### config.mk
export PLATFORM = sky130hd
export DESIGN_NAME = ising_phase_sampler
export DESIGN_NICKNAME = d
export VERILOG_FILES = /design/src/rtl/ising_phase_sampler.sv
export SDC_FILE = /design/constraint.sdc
export NUM_CORES = 1
export LEC_CHECK = 0
export CORE_MARGIN = 2
export CORE_UTILIZATION = 55
export CTS_BUF_LIST = sky130_fd_sc_hd__clkbuf_2
export CTS_CLUSTER_DIAMETER = 40
export DETAILED_ROUTE_END_ITERATION = 10
export PLACE_DENSITY = 0.8
export SYNTH_ARGS = -nofsm -noshare
export SYNTH_HDL_FRONTEND = slang
export SYNTH_SLANG_ARGS = --single-unit
### constraint.sdc
create_clock -name i_clk -period 5.25 [get_ports i_clk]
set_input_delay 0.525 -clock i_clk [delete_from_list [all_inputs] [get_ports i_clk]]
set_output_delay 0.525 -clock i_clk [all_outputs]
set_load 0.1 [all_outputs]
### src/rtl/ising_phase_sampler.sv
// Purpose : anneal run controller and spin readout for the oscillator matrix.
// Latency : done follows start after RST_CYCLES + max(run_cycles,1) + max(window,1) cycles; rdata lags rd_addr by 1 cycle.
// Backpressure: none; a start outside IDLE is dropped, not queued.
//
// Ports:
//   i_clk, i_axi_rst      clock, synchronous active-high reset
//   i_start               1-cycle run request (accepted only in IDLE)
//   i_run_cycles/i_window settle time and sample window, captured at start
//   i_osc_ver             asynchronous oscillator outputs
//   o_ising_rstn          oscillator-array reset (active-low)
//   o_busy, o_done        run in progress / 1-cycle completion pulse
//   o_spins               latched spin result, bit 0 is the reference (always 0)
//   i_rd_addr, o_rdata    registered read port
// Build option: define MISMATCH_READBACK_EN to expose the mismatch counters at rd_addr 2+i.
module ising_phase_sampler #(
  parameter int N           = 8,
  parameter int CNT_W       = 16,
  parameter int SYNC_STAGES = 2,
  parameter int RST_CYCLES  = 16
) (
  input  logic             i_clk,
  input  logic             i_axi_rst,
  input  logic             i_start,
  input  logic [31:0]      i_run_cycles,
  input  logic [CNT_W-1:0] i_window,
  input  logic [N-1:0]     i_osc_ver,
  output logic             o_ising_rstn,
  output logic             o_busy,
  output logic             o_done,
  output logic [N-1:0]     o_spins,
  input  logic [7:0]       i_rd_addr,
  output logic [31:0]      o_rdata
);

  typedef enum logic [2:0] {S_IDLE, S_RST, S_RUN, S_SAMPLE, S_DONE} state_t;

  state_t           r_state;
  state_t           w_state_nxt;
  logic [31:0]      r_tcnt;        // cycles remaining in the current timed state
  logic [31:0]      r_run_cycles;
  logic [CNT_W-1:0] r_window;
  logic [CNT_W-1:0] r_cnt [N];
  logic [N-1:0]     r_sync [SYNC_STAGES];
  logic [N-1:0]     r_spins;
  logic             r_ising_rstn;
  logic             r_done_seen;
  logic [31:0]      r_rdata;

  logic             w_last;
  logic             w_start_acc;
  logic             w_busy;
  logic             w_done;
  logic [N-1:0]     w_s;

  assign w_s         = r_sync[SYNC_STAGES-1];
  // A loaded length of 0 or 1 both mean "this is the final cycle".
  assign w_last      = (r_tcnt <= 32'd1);
  assign w_start_acc = (r_state == S_IDLE) && i_start;

  // State register
  always_ff @(posedge i_clk) begin
    if (i_axi_rst) r_state <= S_IDLE;
    else           r_state <= w_state_nxt;
  end

  // Next-state logic
  always_comb begin
    w_state_nxt = r_state;
    case (r_state)
      S_IDLE:   if (i_start) w_state_nxt = S_RST;
      S_RST:    if (w_last)  w_state_nxt = S_RUN;
      S_RUN:    if (w_last)  w_state_nxt = S_SAMPLE;
      S_SAMPLE: if (w_last)  w_state_nxt = S_DONE;
      S_DONE:                w_state_nxt = S_IDLE;
      default:               w_state_nxt = S_IDLE;
    endcase
  end

  // State-decoded outputs
  always_comb begin
    w_busy = 1'b0;
    w_done = 1'b0;
    case (r_state)
      S_RST, S_RUN, S_SAMPLE: w_busy = 1'b1;
      S_DONE:                 w_done = 1'b1;
      default:                ;
    endcase
  end

  // Datapath: synchroniser, timers, mismatch counters, spin latch
  always_ff @(posedge i_clk) begin
    if (i_axi_rst) begin
      for (int k = 0; k < SYNC_STAGES; k++) r_sync[k] <= '0;
      for (int i = 0; i < N; i++) r_cnt[i] <= '0;
      r_tcnt       <= '0;
      r_run_cycles <= '0;
      r_window     <= '0;
      r_spins      <= '0;
      r_ising_rstn <= 1'b0;
      r_done_seen  <= 1'b0;
    end else begin
      r_sync[0] <= i_osc_ver;
      for (int k = 1; k < SYNC_STAGES; k++) r_sync[k] <= r_sync[k-1];

      case (r_state)
        S_IDLE: begin
          if (w_start_acc) begin
            r_run_cycles <= i_run_cycles;
            r_window     <= (i_window == '0) ? CNT_W'(1) : i_window;
            r_tcnt       <= 32'(RST_CYCLES);
            r_ising_rstn <= 1'b0;
            r_done_seen  <= 1'b0;
            for (int i = 0; i < N; i++) r_cnt[i] <= '0;
          end
        end
        S_RST: begin
          if (w_last) begin
            r_tcnt       <= r_run_cycles;
            r_ising_rstn <= 1'b1;  // array left running from here until the next start
          end else begin
            r_tcnt <= r_tcnt - 32'd1;
          end
        end
        S_RUN: begin
          if (w_last) r_tcnt <= 32'(r_window);
          else        r_tcnt <= r_tcnt - 32'd1;
        end
        S_SAMPLE: begin
          r_tcnt <= r_tcnt - 32'd1;
          for (int i = 0; i < N; i++) begin
            if ((w_s[i] ^ w_s[0]) && (r_cnt[i] != {CNT_W{1'b1}}))
              r_cnt[i] <= r_cnt[i] + CNT_W'(1);
          end
        end
        S_DONE: begin
          r_done_seen <= 1'b1;
          // Strictly greater: an exact half-window tie reads as in-phase.
          for (int i = 1; i < N; i++) r_spins[i] <= (r_cnt[i] > (r_window >> 1));
          r_spins[0] <= 1'b0;
        end
        default: ;
      endcase
    end
  end

  // Registered read port
  always_ff @(posedge i_clk) begin
    if (i_axi_rst) begin
      r_rdata <= '0;
    end else begin
      r_rdata <= '0;
      case (i_rd_addr)
        8'd0:    r_rdata <= 32'(r_spins);
        8'd1:    r_rdata <= {30'b0, r_done_seen, w_busy};
        default: begin
`ifdef MISMATCH_READBACK_EN
          for (int i = 0; i < N; i++) begin
            if (i_rd_addr == 8'(i + 2)) r_rdata <= 32'(r_cnt[i]);
          end
`else
          r_rdata <= '0;
`endif
        end
      endcase
    end
  end

  assign o_ising_rstn = r_ising_rstn;
  assign o_busy       = w_busy;
  assign o_done       = w_done;
  assign o_spins      = r_spins;
  assign o_rdata      = r_rdata;

endmodule

# After elaboration in Yosys (flattened, before gate mapping)
# Memories as Yosys holds them, arrays and structs flattened.
# Index checks and enable logic that the tools add are counted.
# totals
reg_bits,124
mem_bits_rw,144
in_bits,67
output_inout_bits,43
wordCells,156
memories,2
# mem_list
memory,words,word_bits,read_ports,rd_clocked_by_memory_dff,wr,line,source
r_cnt,8,16,7,0,8,42,logic [CNT_W-1:0] r_cnt [N];
r_sync,2,8,2,0,2,43,logic [N-1:0] r_sync [SYNC_STAGES];
# classes
add_sub_neg,8
n_lt_le_gt_ge,8
eq_ne,17
muxes,69
n_bitwise,24
reduce_logical,20
# op_table
cell,n
2-to-1 mux 16 bit,16
one-hot mux 32 bit (4 select lines),1
"adder 16 x 1 -> 16 bit, second input constant",7
greater-than comparator 16 x 15 -> 1 bit,7
"!= test 16 bit, second input constant",7
2-to-1 mux 32 bit,3
2-to-1 mux 1 bit,39
"<= comparator 32 x 1 -> 1 bit, second input constant",1
"subtractor 32 x 1 -> 32 bit, second input constant",1
bitwise OR 1 bit,17
logical NOT 16 bit,1
2-to-1 mux 8 bit,2
one-hot mux 8 bit (2 select lines),1
2-to-1 mux 3 bit,4
one-hot mux 3 bit (4 select lines),1
"!= test 2 bit, second input constant",5
"equality test 8 x 1 -> 1 bit, second input constant",1
logical AND 1 bit,8
logical NOT 8 bit,1
bitwise XOR 1 bit,7
"equality test 3 x 2 -> 1 bit, second input constant",2
AND reduction 2 bit,3
one-hot mux 1 bit (2 select lines),2
AND reduction 4 bit,1
7 further kinds,8

# Depth between registers and ports, before layout
# depth
word_depth,8
ltp_mapped,8
depth_no_buf,7

# Worst setup path before layout
# OpenSTA, ideal clock, no wires.
# synth_timing
kind,input to register
from,in i_axi_rst
to,"mem r_cnt[4][0], in the netlist r_cnt[0][64], enable pin"
setup_time_ns,0.372
arrival_ns,2.269
t_required_ns,4.878
slack_ns,2.610
cell_stages,8
n_path_buf,3
path_cell_list,clkbuf_1 or2_2 clkbuf_1 nor2_1 nand2_1 a41o_1 clkbuf_1 nand2_1
# synth_lines
element,line,source
"start, declared",22,"input logic i_axi_rst,"
"end, declared",42,

# Worst setup path in the final report
# layout_timing
from,reg r_state[1]
to,out o_done
# layout_via
elab_chain_cells,2
# layout_lines
element,line,source
"start, declared",37,state_t r_state;
"start signal, assigned",63,else r_state <= w_state_nxt;
equality test 3 bit,83,case (r_state)
2-to-1 mux 1 bit,83,
"end, declared",29,"output logic o_done,"
# Every way passes these cells.

==> flow_summary.yaml <==
outcome:
  outcome: "complete, no violations"
global_route:
  grt_pass1_vias: 10900
  grtUsageTotal: 0.257
  antenna_found_initial: 1
  grt_pass1_wl_um: 53400
  grt_start_max_net_pins: 52
  grt_overflow: 0
yosys:
  ys_types: 64
  synth-simple-area-share: 0.221
  seq_area_frac_synth: 0.416
  syn_area_per_cell_um2: 9.17
  synth_edf_count: 96
  synth_top_family_by_area: "simple AND/OR/NAND/NOR gates"
  synthTopCellsByArea: "edfxtp_1, dfxtp_1, ha_1"
  synth_xor_area_frac: 0.0818
  syn_area_um2: 13300
  yosys_register_bits: 228
  synth_warnings: 0
  synth_flop_cell: "dfxtp_1"
  syn_inst: 1447
  synth_fa_ha_area_frac: 0.107
  synth_top_area_cell: "edfxtp_1"
  synthArstFlopShare: 0
  yosysTopAreaCellShare: 0.217
  muxShareOfSynthArea: 0.00151
  synth_compound_area_frac: 0.126
critical_path:
  worstPathArrival_ps: 3520
  crit_type: "reg2out"
  slowest_delay_ps: 1190
  reg2reg_depth: 5
  path_cells: "nor2_1, nand2_1, inv_2, clkdlybuf4s50_1"
  cp-end-kind: "output port"
  required_ps: 4720
  crit_fanout: 16
  start_kind: "register"
  cpMaxStageDelayCell: "clkdlybuf4s50_1"
pwr:
  total_power_mw: 6.83
  power_frac_comb: 0.422
  power.density_nw_per_um2: 459
  seq_power_share: 0.388
  irDropWorstVdd_mv: 0.389
  power.leakage_nw: 5.57
  p_int_mw: 3.79
  p_sw_frac: 0.444
  p_clk_frac: 0.190
  p_switching_mw: 3.03
worst_hold_path:
  hp-class: "in2reg"
  hold-path-cell-count: 3
layout:
  layout_commonest_cell: "nand2_1"
  area_delta_synth_final_pct: 12.1
  fin_util: 0.630
  fill_cells: 2032
  final_layout_size_suffix_gt1_frac: 0.0787
  nets: 1731
  most-common-layout-cells: "nand2_1, nor2_1, dfxtp_1, ha_1, edfxtp_1"
sta:
  fmax_mhz: 247
  hold-worst-slack_ps: 159
  min_period_ps: 4040
  final.period_utilization: 0.770
  fin_tns_setup_ps: 0
  drv_slew: 0
  worstMarginPinSlew_ps: 1160
  rsz0062_at_grt: "no"
  hold_violations: 0
  finClkSkew_ps: 90.8
  finalSetupViolCount: 0
  slew_headroom: 0.227
die:
  chipWidth_um: 159
  coreArea_um2: 23600
  die_h_um: 159
  dieArea_um2: 25400
  start_util: 0.562
  rows: 56
  io_pins: 110
cts:
  max-clock-path-buffers: 3
  cts_setup_buffers: 0
  cts_tree: "built"
  clock-sinks: 228
  cts_resized: 0
  clk_latency_ps: 900
  cts-root-buf: "clkbuf_2"
  clk_pin_slew_ps: 110
  cts_made_buffers: 60
  htreeDepth: 2
  hold_buffers: 0
drt:
  totalWireLength_um: 32900
  firstDrtPassIters: 5
  routedWlPerCell_um: 17.1
  drc_errors: 0
  drtAntennaViolNets: 0
  routed_via_density: 5.77
  vias: 11100
  drt_iter0_markers: 853
place:
  place.gp.congestion: 0.871
  port_buffers: 84
  post-dp-hpwl_um: 23500
flow_run:
  drv_cap: 0
## cell usage after synthesis, drive strengths merged (7+ instances only)
| cell | number |
|---|---|
| a22o | 15 |
| clkbuf | 40 |
| o21a | 7 |
| o21ai | 44 |
| xnor2 | 73 |
| a21oi | 87 |
| nand2 | 167 |
| a22oi | 25 |
| and3 | 13 |
| nor2 | 162 |
| dfxtp | 132 |
| a311oi | 8 |
| nor3 | 44 |
| and2 | 7 |
| or3 | 12 |
| nand4 | 31 |
| and4 | 13 |
| nor4 | 33 |
| inv | 55 |
| xor2 | 51 |
| edfxtp | 96 |
| a21o | 20 |
| nand3 | 49 |
| buf | 36 |
| nor2b | 28 |
| ha | 114 |
| nand4b | 8 |
## registers in the layout, indices dropped and copies added, names as in the netlist, 3 cells and up
name and count:
r_cnt 112, r_run_cycles 32, r_sync 16, r_state 3
o_spins 7, o_rdata 8, r_window 16, r_tcnt 32
## power by group through the flow
stage | clock, mW | combinational, mW | sequential [mW]
6_report | 1.30 | 2.88 | 2.65
4_1_cts | 1.32 | 2.85 | 2.64
3_5_place_dp | 0 | 2.84 | 2.68
5_1_grt | 1.42 | 3.22 | 2.70
3_3_place_gp | 0 | 2.76 | 2.65
2_1_floorplan | 0 | 2.30 | 2.55
## worst paths after layout
path                                                      end               startpoint  slack [ps]
worst max-delay path                                   o_done  r_state[1]$_SDFFE_PP0P_        1210
worst min-delay path            r_run_cycles[29]$_SDFFE_PP0P_         i_run_cycles[29]         160
worst max register to register         r_tcnt[3]$_SDFFE_PP0P_  r_tcnt[21]$_SDFFE_PP0P_        1890
worst min register to register       r_sync[0][12]$_SDFF_PP0_  r_sync[0][4]$_SDFF_PP0_         450
## through the flow
stage / cell area, µm² / worst slack [ps] / std cells
after global placement: 14300 / 1830 / 1807
after global routing: 14900 / 1060 / 1921
after floorplan: 13400 / 2610 / 1471
after detailed placement: 14300 / 1790 / 1807
final: 14900 / 1210 / 1921
after CTS: 14900 / 1220 / 1920
## final cells by class
type	instances	area, µm²	area share
antenna	1	2.50	0.000168
clock buffer	78	390	0.0262
clock inverter	35	199	0.0134
inverter	55	206	0.0139
multi-input combinational	1112	7250	0.487
sequential	228	5530	0.372
tap	319	399	0.0268
timing repair buffer	93	903	0.0607
## worst max-delay path: cells and delay by family, from the launching register on
| family | cells | cell delay [ps] |
|---|---|---|
| AND/OR/NAND/NOR | 2 | 680 |
| buffers and inverters | 2 | 1530 |
| flip-flops | 1 | 480 |
## per-layer routing
metal | global-route usage | share of wire | vias to the layer above
met4 | 0.119 | 0.041 | 0
met3 | 0.0469 | 0.074 | 103
met2 | 0.429 | 0.47 | 408
met1 | 0.326 | 0.42 | 5184
li1 | - | - | 5395
met5 | 0 | 0 | -
## cells by family (layout without fill, tap and decap cells)
family                     count (synthesis)  after routing
other                                      1             26
DFF                                      228            228
xor gates and xnor gates                 124            124
muxes                                      2              2
buffers and inverters                    131            261
and+or+nand+nor                          592            592
AOI/OAI and AO/OA                        255            255
adders and majority gates                114            114
(Power assumes the default switching activity.)
